## config.mk

```make
export PLATFORM = sky130hd
export DESIGN_NAME = bin_to_bcd_seq
export DESIGN_NICKNAME = d
export VERILOG_FILES = /design/src/rtl/bin_to_bcd_seq.sv
export SDC_FILE = /design/constraint.sdc
export NUM_CORES = 1
export LEC_CHECK = 0
export ABC_CLOCK_PERIOD_IN_PS = 1600
export CORE_AREA = 4 4 73 75
export CTS_CLUSTER_DIAMETER = 40
export DETAILED_ROUTE_END_ITERATION = 10
export DIE_AREA = 0 0 77 79
export DONT_BUFFER_PORTS = 1
export PLACE_DENSITY = 0.78
export SKIP_CTS_REPAIR_TIMING = 1
export SYNTH_ARGS = -nofsm -noshare
export SYNTH_HDL_FRONTEND = slang
export SYNTH_SLANG_ARGS = --single-unit
```

## constraint.sdc

```tcl
create_clock -name clk -period 1.6 [get_ports clk]
set_input_delay 0.24 -clock clk [delete_from_list [all_inputs] [get_ports clk]]
set_output_delay 0.24 -clock clk [all_outputs]
set_load 0.02 [all_outputs]
```

## src/rtl/bin_to_bcd_seq.sv

```systemverilog
// Sequential binary-to-BCD converter (shift-and-add-3, one input bit per clock).
// Adds start/busy/done handshake, overflow detection and a leading-zero mask.
module bin_to_bcd_seq #(
    parameter int unsigned BIN_W  = 12,
    parameter int unsigned DIGITS = 4
) (
    input  logic                clk,
    input  logic                reset_p,
    input  logic                start,
    input  logic [BIN_W-1:0]    bin,
    output logic                busy,
    output logic                done,
    output logic [4*DIGITS-1:0] bcd,
    output logic                overflow,
    output logic [DIGITS-1:0]   nz_mask
);
    localparam int unsigned       SW     = 4 * DIGITS;
    localparam int unsigned       CW     = $clog2(BIN_W + 1);
    localparam logic [CW-1:0]     LAST   = CW'(BIN_W - 1);
    localparam logic [DIGITS-1:0] NZ_RST = DIGITS'(1);

    typedef enum logic [0:0] {StIdle, StShift} state_e;

    state_e            state_q;
    logic [BIN_W-1:0]  shift_q;
    logic [SW-1:0]     scratch_q;
    logic [CW-1:0]     cnt_q;
    logic              ovf_acc_q;

    logic [SW-1:0]     corrected;
    logic [SW-1:0]     scratch_d;
    logic [BIN_W-1:0]  shift_d;
    logic              out_bit;
    logic [DIGITS-1:0] nz_d;
    logic              any_nz;

    // All digits are corrected in parallel on pre-shift values, then shifted once.
    always_comb begin
        corrected = scratch_q;
        for (int i = 0; i < int'(DIGITS); i++) begin
            if (scratch_q[4*i +: 4] >= 4'd5) begin
                corrected[4*i +: 4] = scratch_q[4*i +: 4] + 4'd3;
            end
        end
        out_bit   = corrected[SW-1];
        scratch_d = {corrected[SW-2:0], shift_q[BIN_W-1]};
        shift_d   = {shift_q[BIN_W-2:0], 1'b0};
    end

    always_comb begin
        any_nz = 1'b0;
        nz_d   = '0;
        for (int i = int'(DIGITS) - 1; i >= 0; i--) begin
            any_nz  = any_nz | (|scratch_d[4*i +: 4]);
            nz_d[i] = any_nz;
        end
        nz_d[0] = 1'b1;
    end

    always_ff @(posedge clk) begin
        if (reset_p) begin
            state_q   <= StIdle;
            busy      <= 1'b0;
            done      <= 1'b0;
            bcd       <= '0;
            overflow  <= 1'b0;
            nz_mask   <= NZ_RST;
            shift_q   <= '0;
            scratch_q <= '0;
            cnt_q     <= '0;
            ovf_acc_q <= 1'b0;
        end else begin
            done <= 1'b0;
            case (state_q)
                StIdle: begin
                    if (start) begin
                        shift_q   <= bin;
                        scratch_q <= '0;
                        cnt_q     <= '0;
                        ovf_acc_q <= 1'b0;
                        busy      <= 1'b1;
                        state_q   <= StShift;
                    end
                end
                StShift: begin
                    shift_q   <= shift_d;
                    scratch_q <= scratch_d;
                    ovf_acc_q <= ovf_acc_q | out_bit;
                    cnt_q     <= cnt_q + CW'(1);
                    if (cnt_q == LAST) begin
                        bcd      <= scratch_d;
                        overflow <= ovf_acc_q | out_bit;
                        nz_mask  <= nz_d;
                        done     <= 1'b1;
                        busy     <= 1'b0;
                        state_q  <= StIdle;
                    end
                end
                default: state_q <= StIdle;
            endcase
        end
    end

endmodule

```

==> metrics.cfg <==
[detailed_routing]
avgViaCountPerCell=5.72
drt-total-wl_mm=5.71
drtIter0Drc=129
dr.pass1.iters=4
drc=0
post_drt_wl_per_cell_microns=15.7
vias=2078
final_antenna_net_count=0

[timing]
fin_ws_ns=-0.0715
fin_crit_sh=1.04
fin_tns_setup_ns=-0.129
fmax_mhz=598
setup_violations=2
rsz0062_at_grt=yes
fin_crit_ns=1.67
finalClockSkew_ns=0.00765
whs_ns=0.104
slew_violations=0
hold_viol=0

[clocking]
cts_buffers=5
cts-root-buf=clkbuf_8
clkTransAtPathRegs_ns=0.10
h-tree-depth=2
worstSkewPairLatency_ns=0.31
clock_sinks=56
clockBufferDepth=2
tritoncts=done

[layout]
final_cells=363
antenna_cells=0
syn2layout_area_growth_pct=18.0
drive_gt1_frac=0.230
nNetsFinal=333
postLayoutCellArea_sq_mm=0.00300

[critical_path]
cp_slowest_cell=dfxtp_2
cp.depth=7
cp-end-kind=register
crit_type=register to register
cpPeakStageDelay_ns=0.36
worstPathArrival_ns=1.88
crit_fanout=4
crit_buf_inv=1
path_cells=inv_1 > ha_4 > nand2b_1 > o21ai_0 > a211oi_2 > nand4_1 > a221o_1
critical_path.top_delay_family=compound AO/OA/AOI/OAI gates
crit_required_ns=1.81
rrSetupSlack_ns=-0.07
rr_worst_depth=7
cp-start-kind=register

[hold_path]
min_path_cells=2
hp-class=input port to register

[logic_synthesis]
syn_nets=315
ys_seq_area_frac=0.441
synthTopCellsByArea=dfxtp_1 44%, mux2i_1 7.9%, a21oi_1 7.7%
synth_ff_type=dfxtp_1
synth-xor-area-share=0.0138
synth_cell_type_count=39
synth_top_family_by_area=compound AO/OA/AOI/OAI gates
ys_ff_latch=56
synth_compound_area_frac=0.184
synthSimpleGateAreaFrac=0.177
synth_edf_count=0
synthArstFlopShare=0
synth_most_common_cell=dfxtp_1
synth.area.mux_share=0.0832
yosys_warnings=0
synthCells=291
synth_top_area_frac=0.441
synthAdderAreaFrac=0.0443
netlist_top_cells_count=56 x dfxtp_1, 39 x a21oi_1, 39 x nor2_1
synthesis.area_sq_mm=0.00254
postSynthAreaPerCell_sq_um=8.74
synth.largest_area_cell=dfxtp_1

[global_routing]
grt_use_total=0.184
antenna_found_initial=0
first_global_vias=1953
grt_pass1_wl_mm=9.03
grt_overflow=0
grt_max_degree=36

[power_and_ir_drop]
swShare=0.214
max-vdd-ir-drop_mv=0.510
clkPwrFrac=0.403
cellPowerDensity_mw_per_mm2=888
p_switching_uw=570
p_int_mw=2.10
combPwrFrac=0.058
power_frac_seq=0.539
p_leak_nw=1.23

[floorplanning]
ios=38
die_w_microns=77
die_h_microns=79
die_area_sq_mm=0.00608
row_count=25
fp.coreArea_sq_mm=0.00466
initial_core_util=0.546

[run]
drv_cap=0

[placed_design]
gp_congestion=0.856
pre_cts_slack_ns=-0.136
place_hpwl_mm=3.87
placedCellCount=355
placed_area_sq_mm=0.00276
port_buffers=0

[run_status]
violations=setup timing
status=finished with violations

metrics by stage:
step	total power, mW	utilization
after global placement	1.60	0.592
after detailed placement	1.60	0.592
after CTS	2.66	0.620
after floorplan	1.59	-
after global routing	2.74	0.644
final	2.67	0.644
kinds of logic (layout without fill, tap and decap cells):
logic type      after synthesis  count (layout)
simple gates                 94              94
other cells                   1               1
buf+inv                      30              48
xor+xnor                      4               4
flops                        56              56
fa+ha+maj                     9               9
mux                          21              21
compound gates               76              76
cells in the final DEF (no fill, tap or decap), types with 4 or more instances in the layout:
master / instances
clkbuf_8: 5
mux2i_1: 17
ha_1: 5
inv_2: 5
a22o_1: 12
buf_4: 28
xnor2_1: 4
nor3b_1: 4
dfxtp_2: 7
nor2_1: 39
nand3_1: 4
and3_1: 6
a21oi_1: 36
nand2_1: 14
nand2b_1: 4
inv_1: 6
o21ai_0: 10
nor3_1: 11
dfxtp_1: 49
power by group through the flow:
stage / clock network [mW] / logic (mW) / registers, mW
CTS: 1.08 / 0.135 / 1.44
detailed placement: 0 / 0.135 / 1.47
global placement: 0 / 0.131 / 1.47
global route: 1.13 / 0.175 / 1.44
floorplan: 0 / 0.130 / 1.46
finish: 1.07 / 0.154 / 1.44
registers in the layout, summed over array words and instances, names as in the netlist:
| signal | flops |
|---|---|
| busy | 1 |
| ovf_acc_q | 1 |
| state_q | 1 |
| scratch_q | 16 |
| bcd | 16 |
| done | 1 |
| cnt_q | 4 |
| nz_mask | 3 |
| shift_q | 12 |
| overflow | 1 |
final timing paths:
kind	end	start
worst min register to register	shift_q[6]	shift_q[5]
worst max register to register	nz_mask[1]	scratch_q[8]
worst min-delay path	busy	start
worst max-delay path	nz_mask[1]	scratch_q[8]
final cells by class:
type                    count  area [sq um]
fillers                   369          1660
multi-input cells         205          1400
flip-flops and latches     56          1130
repair buffers             29           230
clock buffers               5          68.8
well taps                  54          67.6
clock inverters             2          60.1
inverters                  12          47.5
metal layers:
layer	share of wire	wire length, microns	track usage
met5	0	0	0
met4	0.0095	54	0.0552
met3	0.046	260	0.0510
met2	0.49	2780	0.329
met1	0.46	2610	0.214
Power figures use the tool's default switching activity.
